<file path="src/rtl/mem_access_unit.sv">
// Load/store stage: routes ALU-addressed accesses to data BRAM or MMIO,
// applies lane masking and load extension, returns a one-cycle response.
module mem_access_unit #(
  parameter int          ADDR_W     = 14,
  parameter logic [31:0] IO_BASE    = 32'hFFFF_FC00,
  parameter int          IO_TIMEOUT = 255
) (
  input  logic              clk,
  input  logic              rst,
  input  logic              req_valid,
  output logic              req_ready,
  input  logic              mem_read,
  input  logic              mem_write,
  input  logic [2:0]        funct3,
  input  logic [31:0]       addr,
  input  logic [31:0]       wdata,
  output logic              resp_valid,
  output logic [31:0]       rdata,
  output logic              err,
  output logic              busy,
  output logic              dm_en,
  output logic [3:0]        dm_we,
  output logic [ADDR_W-1:0] dm_addr,
  output logic [31:0]       dm_wdata,
  input  logic [31:0]       dm_rdata,
  output logic [9:0]        io_addr,
  output logic              io_re,
  output logic              io_we,
  output logic [31:0]       io_wdata,
  input  logic [31:0]       io_rdata,
  input  logic              io_ready
);
  localparam int CW = $clog2(IO_TIMEOUT + 1);

  typedef enum logic [1:0] {IDLE, MEM_RD, IO_WAIT, RESP} state_t;

  state_t        state, state_n;
  logic [1:0]    off_q;
  logic [2:0]    f3_q;
  logic [9:0]    ioa_q;
  logic [31:0]   iow_q;
  logic          iowr_q;
  logic [CW-1:0] cnt;

  logic          accept, is_io, f3_ok, is_h, is_w, misal, acc, bad;
  logic          timeout, upd, err_n;
  logic [31:0]   rdata_n, lane, ld_ext;
  logic [3:0]    we_mask;

  assign req_ready  = (state == IDLE);
  assign busy       = (state != IDLE);
  assign resp_valid = (state == RESP);
  assign accept     = req_valid & req_ready & ~rst;

  assign is_io   = (addr[31:10] == IO_BASE[31:10]);
  assign f3_ok   = funct3 inside {3'b000, 3'b001, 3'b010, 3'b100, 3'b101};
  assign is_h    = (funct3[1:0] == 2'b01);
  assign is_w    = (funct3 == 3'b010);
  assign misal   = (is_h & addr[0]) | (is_w & (addr[1:0] != 2'b00));
  assign acc     = mem_read | mem_write;
  // funct3 only matters once an access is actually requested
  assign bad     = (mem_read & mem_write)
                 | (acc & (~f3_ok | (mem_write & funct3[2]) | misal
                 | (is_io & ~is_w)));
  assign timeout = (cnt == CW'(IO_TIMEOUT));

  assign dm_addr  = addr[ADDR_W+1:2];
  assign io_addr  = ioa_q;
  assign io_wdata = iow_q;

  always_comb begin
    we_mask  = 4'b1111;
    dm_wdata = wdata;
    case (funct3[1:0])
      2'b00: begin
        we_mask  = 4'b0001 << addr[1:0];
        dm_wdata = {4{wdata[7:0]}};
      end
      2'b01: begin
        we_mask  = 4'b0011 << addr[1:0];
        dm_wdata = {2{wdata[15:0]}};
      end
      default: ;
    endcase
  end

  assign lane = dm_rdata >> {off_q, 3'b000};

  always_comb begin
    ld_ext = lane;
    case (f3_q)
      3'b000:  ld_ext = {{24{lane[7]}}, lane[7:0]};
      3'b100:  ld_ext = {24'd0, lane[7:0]};
      3'b001:  ld_ext = {{16{lane[15]}}, lane[15:0]};
      3'b101:  ld_ext = {16'd0, lane[15:0]};
      default: ld_ext = lane;
    endcase
  end

  always_comb begin
    state_n = state;
    dm_en   = 1'b0;
    dm_we   = 4'b0000;
    io_re   = 1'b0;
    io_we   = 1'b0;
    upd     = 1'b0;
    rdata_n = 32'd0;
    err_n   = 1'b0;
    unique case (state)
      IDLE: begin
        if (accept) begin
          if (bad) begin
            state_n = RESP;
            upd     = 1'b1;
            err_n   = 1'b1;
          end else if (!acc) begin
            state_n = RESP;
            upd     = 1'b1;
          end else if (is_io) begin
            state_n = IO_WAIT;
          end else if (mem_write) begin
            dm_en   = 1'b1;
            dm_we   = we_mask;
            state_n = RESP;
            upd     = 1'b1;
          end else begin
            dm_en   = 1'b1;
            state_n = MEM_RD;
          end
        end
      end
      MEM_RD: begin
        upd     = 1'b1;
        rdata_n = ld_ext;
        state_n = RESP;
      end
      IO_WAIT: begin
        if (timeout) begin
          state_n = RESP;
          upd     = 1'b1;
          err_n   = 1'b1;
        end else begin
          io_re = ~iowr_q;
          io_we = iowr_q;
          if (io_ready) begin
            state_n = RESP;
            upd     = 1'b1;
            rdata_n = iowr_q ? 32'd0 : io_rdata;
          end
        end
      end
      RESP:    state_n = IDLE;
      default: state_n = IDLE;
    endcase
  end

  always_ff @(posedge clk or posedge rst) begin
    if (rst) begin
      state  <= IDLE;
      off_q  <= '0;
      f3_q   <= '0;
      ioa_q  <= '0;
      iow_q  <= '0;
      iowr_q <= 1'b0;
      cnt    <= '0;
      rdata  <= '0;
      err    <= 1'b0;
    end else begin
      state <= state_n;
      if (accept) begin
        off_q  <= addr[1:0];
        f3_q   <= funct3;
        ioa_q  <= addr[9:0];
        iow_q  <= wdata;
        iowr_q <= mem_write;
        cnt    <= '0;
      end else if (state == IO_WAIT && !timeout) begin
        cnt <= cnt + 1'b1;
      end
      if (upd) begin
        rdata <= rdata_n;
        err   <= err_n;
      end
    end
  end
endmodule

</file>
<file path="config.mk">
export PLATFORM = sky130hd
export DESIGN_NAME = mem_access_unit
export DESIGN_NICKNAME = d
export VERILOG_FILES = /design/src/rtl/mem_access_unit.sv
export SDC_FILE = /design/constraint.sdc
export NUM_CORES = 1
export LEC_CHECK = 0
export ABC_AREA = 1
export BUFFER_PORTS_ARGS = -buffer_cell sky130_fd_sc_hd__buf_2
export CAP_MARGIN = 20
export CELL_PAD_IN_SITES_DETAIL_PLACEMENT = 0
export CELL_PAD_IN_SITES_GLOBAL_PLACEMENT = 1
export CORE_UTILIZATION = 32
export CTS_CLUSTER_DIAMETER = 30
export DETAILED_ROUTE_END_ITERATION = 16
export PLACE_DENSITY_LB_ADDON = 0.1
export REMOVE_ABC_BUFFERS = 1
export SLEW_MARGIN = 15
export SYNTH_ARGS = -nofsm -noshare
export SYNTH_HDL_FRONTEND = slang
export SYNTH_SLANG_ARGS = --single-unit
export TNS_END_PERCENT = 30
</file>
<file path="constraint.sdc">
create_clock -name clk -period 4 [get_ports clk]
set_input_delay 0.4 -clock clk [delete_from_list [all_inputs] [get_ports clk]]
set_output_delay 0.4 -clock clk [all_outputs]
set_load 0.005 [all_outputs]
</file>
== Yosys cells after proc, flatten, opt, wreduce, memory -nomap -nowiden ==
Index checks and enable logic that the tools add are counted.

* Add/sub/neg operators: 1
* Eq/ne operators: 15
* Shifts and indexed selects: 3
* Mux-type cells: 44
* Bitwise operators: 18
* Reductions and logical operators: 11

{| class="wikitable"
|+ Operators with widths
! cell !! count
|-
| $pmux W32 S2 || 2
|-
| $pmux W32 S4 || 1
|-
| $mux W32 || 3
|-
| $shr A32 B5 Y32 || 1
|-
| $mux W4 || 6
|-
| $eq A22 B22 Y1 const B || 1
|-
| $mux W1 || 19
|-
| $mux W8 || 2
|-
| $mux W2 || 7
|-
| $eq A3 B3 Y1 const B || 4
|-
| $add A8 B1 Y8 const B || 1
|-
| $and A1 B1 Y1 || 8
|-
| $eq A8 B8 Y1 const B || 1
|-
| $pmux W2 S4 || 1
|-
| $pmux W4 S2 || 1
|-
| $eq A3 B1 Y1 const B || 2
|-
| $logic_not A3 Y1 || 2
|-
| $or A1 B1 Y1 || 6
|-
| $reduce_bool A2 Y1 || 3
|-
| $reduce_bool A5 Y1 || 1
|-
| $eq A2 B1 Y1 const B || 2
|-
| $eq A2 B2 Y1 const B || 2
|-
| $logic_not A2 Y1 || 2
|-
| $not A1 Y1 || 4
|-
| 10 further kinds || 10
|}

* Register bits: 91
* Input port bits: 137
* Output and inout port bits: 131
* Logic and storage cells: 101

== Logic depth before layout (Yosys ltp) ==
Gate-level depths: netlist of the first run.

* Word-level depth: 11
* Depth in mapped cells: 13
* Depth with buffers taken out: 12

== Worst setup path after synthesis of the first run ==
Ideal clock, no wire load.

* Path kind: input port to output port
* Start point: input port rst
* End point: output port dm_en
* Arrival time: 3.390 ns
* Data required time: 3.600 ns
* Path slack: 0.210 ns
* Cell stages on the path: 5
* Path buffers: 2
* Path through: inv_1 -> nand3_1 -> clkbuf_1 -> clkbuf_1 -> nor2_1

* Word-level cells in the longest chain between the ends: 4

{| class="wikitable"
|+ RTL lines
! what !! RTL line !! RTL
|-
| from (decl) || 9 || <nowiki>input logic rst,</nowiki>
|-
| $not A1 Y1 || 53 || <nowiki>assign accept = req_valid & req_ready & ~rst;</nowiki>
|-
| $and A1 B1 Y1 || 53 ||
|-
| $mux W1 || 111 || <nowiki>if (accept) begin</nowiki>
|-
| $mux W1 || 109 || <nowiki>unique case (state)</nowiki>
|-
| to (decl) || 21 || <nowiki>output logic dm_en,</nowiki>
|}

Every way passes these cells.

== Worst setup path after layout of the first run ==
* Start point: register state[0]
* End point: output port dm_we[2]

* Word-level cells in the longest chain between the ends: 5

{| class="wikitable"
|+ RTL lines
! what !! RTL line !! RTL
|-
| from (decl) || 37 || <nowiki>state_t state, state_n;</nowiki>
|-
| from (signal assigned) || 169 || <nowiki>state <= state_n;</nowiki>
|-
| $logic_not A2 Y1 (*) || 50, 109 ||
|-
| $and A1 B1 Y1 (2 in a row) || 53 ||
|-
| $mux W4 || 111 ||
|-
| $mux W4 (*) || 109 ||
|-
| to (decl) || 22 || <nowiki>output logic [3:0] dm_we,</nowiki>
|}

Every way passes the cells marked *; elsewhere a longest branch is shown, timed or not.

==> key figures, run 1 <==
Run status
  • Outcome: complete, no violations

Global routing
  • Met3 Use GR: 5.30%
  • Most Crowded Layer GR: met2
  • Largest net degree at the start of global routing: 68
  • Met1 Use GR: 26.5%
  • Total grt overflow: 0
  • Initial antenna violation count: 1
  • M2 GR Usage: 35.7%
  • GRT Total Usage: 21.0%
  • Vias in the first global route: 5,671
  • Wire length of the first global-routing pass: 30.1 mm

Pwr
  • Reg power frac: 31.4%
  • Gate power share: 49.7%
  • Sw Pwr: 2.28 mW
  • Int Pwr: 2.71 mW
  • PD cells: 681 nW/um^2
  • P_leak: 4.09 nW
  • VDD IR max: 0.229 mV
  • Net Sw Frac: 45.8%
  • Clock power frac: 18.9%

Worst hold path
  • Hold crit path type: primary input to asynchronous set/reset pin

Timing
  • FMAX: 370 MHz
  • Worst Slack Setup Final: 1.30 ns
  • Hold slack: 0.0173 ns
  • Final-report hold violation count: 0
  • Unrepaired setup endpoints after global routing: false
  • Fin crit period: 2.70 ns
  • Worst Max-Slew Pin Slew: 1.04 ns
  • Slew HR: 30.3%
  • Final setup fails: 0
  • Final Slew Violations: 0
  • Final Skew: 0.00819 ns
  • Tcrit/Tclk final: 67.5%

Drt
  • Vias: 6,029
  • Total routed wirelength: 19.7 mm
  • # DRC: 0
  • Mean routed wirelength per cell: 15.2 um
  • Initial DRC Count: 330
  • DR pass1 iterations: 4
  • Post-DRT Antenna Nets: 0
  • Via density: 4.67

Floorplan
  • Die area: 18,800 um^2
  • Starting Density: 32.6%
  • Row Count: 49
  • Core area: 18,000 um^2
  • Die X: 137 um
  • Die span in y: 137 um
  • IO Pins: 268

Placement
  • Post-DP Area: 7010 um^2
  • Port bufs: 267
  • Cell Count Post-Placement: 1,277
  • Post-placement worst setup slack: 1.30 ns
  • Dpl hpwl: 14.4 mm
  • Final Wtd Congestion: 0.795

Synth
  • Yosys cell types: 35
  • Cells after synthesis: 846
  • Primary FF master, synth: dfrtp_1
  • Post-synth EDFFs: 0
  • Synth Area per Inst: 6.92 um^2
  • Top-area cell type share of the netlist area: 38.1%
  • Register area share after synthesis: 38.1%
  • Register bit total from synthesis: 89
  • Ys Warns: 0
  • Synth async-reset ratio: 100%
  • Most common cell in the netlist: nand2_1
  • Synth area leader: dfrtp_1
  • Ranking of synthesized cells by area: dfrtp_1 (38%), nand2_1 (22%), nand3_1 (6.4%)
  • Area of the mapped netlist: 5850 um^2
  • Top cells by count, synth: nand2_1 (349), dfrtp_1 (89), nand3_1 (75), a21oi_1 (58), o21ai_0 (56)

Final layout
  • Final Core Density: 40.8%
  • Non-Filler Instances: 1,292
  • Diodes inserted: 0
  • Multi-input logic area: 2910 um^2
  • Fillers: 1,987
  • Nets: 1,202
  • Area delta synth->final: 25.2%
  • Storage cell area: 2230 um^2
  • Ratio of cells with drive above 1 in the final layout: 30.8%
  • Final Cell Area: 7330 um^2

Clocking
  • Cts hold-fix bufs: 0
  • Clk buf depth: 2
  • TritonCTS buffer count: 9
  • Clk pin slew, worst setup/hold paths: 0.07 ns
  • # clock sinks: 89
  • CTS tree: done
  • H-tree levels: 3
  • CTS resizes: 0
  • Worst-Skew Late Latency: 0.34 ns
  • CTS root buf: clkbuf_16
  • Post-CTS Setup Bufs: 0

Critical path
  • Most used cell, CP: inv_1
  • Crit path capture type: primary output
  • Setup Crit Path Kind: flop to primary output
  • Crit Path Max Fanout: 28
  • Slowest CP cell: dfrtp_1
  • Worst EP arrival: 2.30 ns
  • Crit-path cells: inv_1 > ha_1 > nand3_2 > inv_1 > buf_4 > nand3_1 > nor2_1 > buf_2
  • Worst Path Required: 3.60 ns
  • CP max stage delay: 0.41 ns
  • Worst Setup Start Kind: flop

Run
  • Max-cap violation count: 0
## cell type report
| type | count | share of cell area, % |
|---|---|---|
| multi-input cells | 636 | 39.7 |
| well taps | 229 | 3.91 |
| inverters | 49 | 2.65 |
| repair buffers | 274 | 19.0 |
| clock inverters | 4 | 1.04 |
| clock buffers | 11 | 3.31 |
| flip-flops and latches | 89 | 30.4 |
## cell usage in the layout, fill, tap and decap left out, types with 2 or more instances in the layout
| cell | count |
|---|---|
| nand2_1 | 349 |
| buf_2 | 267 |
| dfrtp_1 | 89 |
| nand3_1 | 74 |
| a21oi_1 | 58 |
| o21ai_0 | 56 |
| inv_1 | 44 |
| nor2_1 | 39 |
| nand2_2 | 12 |
| a21oi_2 | 11 |
| clkbuf_16 | 9 |
| nor3_1 | 8 |
| buf_4 | 7 |
| ha_1 | 6 |
| inv_4 | 4 |
| nand3_2 | 3 |
| o211ai_1 | 3 |
| nor3_2 | 2 |
| nand2_4 | 2 |
| nor2_4 | 2 |
| nand3_4 | 2 |
| a22oi_1 | 2 |
| nand4_1 | 2 |
| bufinv_16 | 2 |
## flip-flops by register name (all words and copies together) (netlist names)
register,count
state,2
io_addr,9
err,1
f3_q,3
cnt,8
off_q,1
iowr_q,1
io_wdata,32
rdata,32
## worst max-delay path, delay by kind of cell (launching register included)
family                     cells  cell delay, ns
adders and majority gates      1            0.21
buffers and inverters          4            0.81
and+or+nand+nor                3            0.52
DFF                            1            0.41
## worst paths after layout
check,start,end,slack [ns],cells after the start
worst max-delay path,state[0],dm_we[2],1.30,8
worst min-delay path,rst,io_addr[2],0.02,2
worst max register to register,cnt[0],rdata[18],1.50,10
worst min register to register,rdata[18],rdata[18],0.47,2
max in group asynchronous,rst,io_wdata[9],2.76,3
min in group clk,addr[3],io_addr[3],0.26,3
## per-stage QoR
step | power [mW] | setup TNS [ns]
2_1_floorplan | 3.02 | -157.57
3_3_place_gp | 4.10 | 0
3_5_place_dp | 4.10 | 0
4_1_cts | 5.07 | 0
5_1_grt | 5.44 | 0
6_report | 4.99 | 0
## power by group through the flow
stage | sequential, mW | combinational, mW | clock, mW
after floorplan | 1.60 | 1.43 | 0
after global placement | 1.58 | 2.52 | 0
after detailed placement | 1.57 | 2.52 | 0
after CTS | 1.57 | 2.53 | 0.969
after global routing | 1.63 | 2.81 | 1.00
final | 1.57 | 2.48 | 0.941
## kinds of logic after synthesis
| group | share of synthesized area, % |
|---|---|
| xor gates and xnor gates | 0.150 |
| adders and majority gates | 1.28 |
| DFF | 38.1 |
| and+or+nand+nor | 36.1 |
| buffers and inverters | 12.3 |
| AOI/OAI and AO/OA | 12.2 |
## layer usage
layer | vias up | part of all wire [%]
li1 | 3102 | -
met1 | 2719 | 44
met2 | 193 | 48
met3 | 15 | 6.5
met4 | 0 | 1.2
met5 | - | 0
(Power assumes the default switching activity.)
==> run 2, diff against run 1 <==
--- a/config.mk
+++ b/config.mk
@@ -10,7 +10,7 @@
 export CAP_MARGIN = 20
 export CELL_PAD_IN_SITES_DETAIL_PLACEMENT = 0
 export CELL_PAD_IN_SITES_GLOBAL_PLACEMENT = 1
-export CORE_UTILIZATION = 32
+export CORE_UTILIZATION = 29
 export CTS_CLUSTER_DIAMETER = 30
 export DETAILED_ROUTE_END_ITERATION = 16
 export PLACE_DENSITY_LB_ADDON = 0.1
==> constraint.sdc (replaced) <==
create_clock -name clk -period 2.3 [get_ports clk]
set_input_delay 0.23 -clock clk [delete_from_list [all_inputs] [get_ports clk]]
set_output_delay 0.23 -clock clk [all_outputs]
set_load 0.005 [all_outputs]
==> run 2 against run 1 <==
Against the previous run:
- register-to-register slack got worse by 1.2 ns
- sequential cell count stayed put
- core utilization shrank 2.8 points
- clock-buffer cell count fell by 1
- critical path type unchanged
==> key figures, run 2 (synthesis results as in run 1) <==
Global routing
  • Wire length of the first global-routing pass: 31.0 mm
  • Total grt overflow: 0
  • GRT Total Usage: 19.6%
  • Largest net degree at the start of global routing: 73
  • Initial antenna violation count: 3
  • Vias in the first global route: 5,903

Clocking
  • Worst-Skew Late Latency: 0.35 ns
  • # clock sinks: 89
  • Cts hold-fix bufs: 0
  • CTS tree: done
  • TritonCTS buffer count: 9
  • Post-CTS Setup Bufs: 0
  • Clk buf depth: 2
  • Clk pin slew, worst setup/hold paths: 0.07 ns
  • H-tree levels: 3
  • CTS root buf: clkbuf_16

Floorplan
  • Core area: 19,700 um^2
  • Starting Density: 29.8%
  • Die area: 20,800 um^2
  • Die X: 144 um
  • IO Pins: 268
  • Row Count: 51
  • Die span in y: 144 um

Critical path
  • Setup Crit Path Kind: flop to primary output
  • Register-to-Register Setup Slack: 0.28 ns
  • Top Family by Delay on Critical Path: simple AND/OR/NAND/NOR gates
  • Most used cell, CP: o21ai_0
  • Worst Path Required: 2.07 ns
  • CP Launch Point: state[0]
  • Worst Setup Start Kind: flop
  • CP max stage delay: 0.40 ns
  • Crit Path Max Fanout: 7
  • Crit-path cells: inv_1 > ha_1 > nand3_4 > nor2_2 > o21ai_0 > o21ai_0 > and3_1 > buf_2
  • Crit Reg-Reg Startpoint: cnt[0]
  • Crit path to: dm_we[1]
  • R2R cell count: 12
  • WP depth: 8
  • Crit path capture type: primary output
  • Worst EP arrival: 1.91 ns
  • R2r endpoint: rdata[1]
  • Slowest CP cell: dfrtp_1
  • WP buf/inv: 2

Drt
  • DR pass1 iterations: 4
  • Initial DRC Count: 276
  • Vias: 6,068
  • Mean routed wirelength per cell: 14.8 um
  • Total routed wirelength: 19.9 mm
  • # DRC: 0
  • Post-DRT Antenna Nets: 0
  • Via density: 4.52

Final layout
  • Fillers: 2,232
  • Commonest non-fill, non-tap cell in the layout: nand2_1
  • Most used cells in the layout excluding fill and tap cells: nand2_1 (349), buf_2 (267), dfrtp_1 (89)
  • Nets: 1,212
  • Area delta synth->final: 27.7%
  • Ratio of cells with drive above 1 in the final layout: 31.7%

Run status
  • Outcome: complete, no violations

Placement
  • Port bufs: 267
  • Dpl hpwl: 14.6 mm
  • Final Wtd Congestion: 0.778

Timing
  • Fin crit period: 2.14 ns
  • Final Skew: 0.00767 ns
  • Worst Max-Slew Pin Slew: 0.766 ns
  • Final-report hold violation count: 0
  • Tcrit/Tclk final: 93.1%
  • Unrepaired setup endpoints after global routing: false
  • Final setup fails: 0
  • Hold slack: 0.0463 ns
  • Slew HR: 48.9%
  • FMAX: 467 MHz
  • Final Slew Violations: 0

Pwr
  • P_leak: 4.13 nW
  • PD cells: 1160 nW/um^2
  • VDD IR max: 0.601 mV
  • Total power: 8.66 mW

Run
  • Max-cap violation count: 0

Worst hold path
  • Hold crit path type: primary input to asynchronous set/reset pin
[run 2: cell types whose count changed in the layout (fill, tap and decap cells not counted), sizes merged]
cell      change
bufinv        -1
inv           +1
clkinvlp      +2
clkbuf        -1
diode         +2
buf          +10
[run 2: repair_timing]
| action | CTS | global route |
|---|---|---|
| setup endpoints to repair | 2 | 5 |
| gates resized for setup | 1 | 5 |
| endpoints found under the hold margin | 0 | 0 |
[run 2: worst min path at each step]
stage	start	endpoint	slack (ns)	cells after the start
2_1_floorplan	funct3[2]	f3_q[2]	0.34	2
3_3_place_gp	rst	cnt[0]	0.44	3
3_5_place_dp	rst	io_addr[9]	0.44	3
4_1_cts	rst	cnt[7]	0.05	3
5_1_grt	addr[6]	io_addr[6]	0.09	3
6_report	rst	cnt[0]	0.05	3
[run 2: cell type report]
type / count / area (um^2) / area share [%]
multi-input cells: 636 / 2920 / 39.1
flip-flops and latches: 89 / 2230 / 29.8
clock buffers: 10 / 229 / 3.06
inverters: 49 / 194 / 2.60
repair buffers: 284 / 1490 / 19.9
well taps: 265 / 332 / 4.44
diodes: 2 / 5.00 / 0.0670
clock inverters: 6 / 73.8 / 0.988
[run 2: worst reg2reg max path, cell delays in order, from the launching register on]
cell and delay (ns):
dfrtp_1 0.41, ha_1 0.23, inv_1 0.09, nor2_1 0.07, nand2_2 0.09, nand2_1 0.06, a21oi_1 0.17, nand2_1 0.07
inv_1 0.09, nand2_4 0.14, nand2_4 0.34, nand2_1 0.14, nand2_1 0.07
[run 2: routing by layer]
| metal | part of all wire [%] | vias up | GRT usage (%) |
|---|---|---|---|
| li1 | - | 3127 | - |
| met1 | 45 | 2750 | 24.4 |
| met2 | 48 | 179 | 33.4 |
| met3 | 6.2 | 12 | 4.60 |
| met4 | 1.0 | 0 | 5.82 |
| met5 | 0 | - | 0 |
[run 2: power breakdown]
group / switching (mW) / internal, mW / leakage (nW)
combinational: 2.86 / 1.58 / 2.83
sequential: 0.435 / 2.24 / 1.15
clock: 0.699 / 0.858 / 0.141
[run 2: per-stage QoR]
| step | setup slack (ns) | utilization (%) | cells | setup TNS [ns] | instance area [um^2] |
|---|---|---|---|---|---|
| floorplan | -3.88 | - | 774 | -323.26 | 5330 |
| global placement | 0.321 | 36.3 | 1323 | 0 | 7140 |
| detailed placement | 0.255 | 36.3 | 1323 | 0 | 7140 |
| CTS | 0.00985 | 37.9 | 1339 | 0 | 7450 |
| global route | 0.0280 | 38.0 | 1340 | 0 | 7470 |
| finish | 0.159 | 38.0 | 1341 | 0 | 7470 |
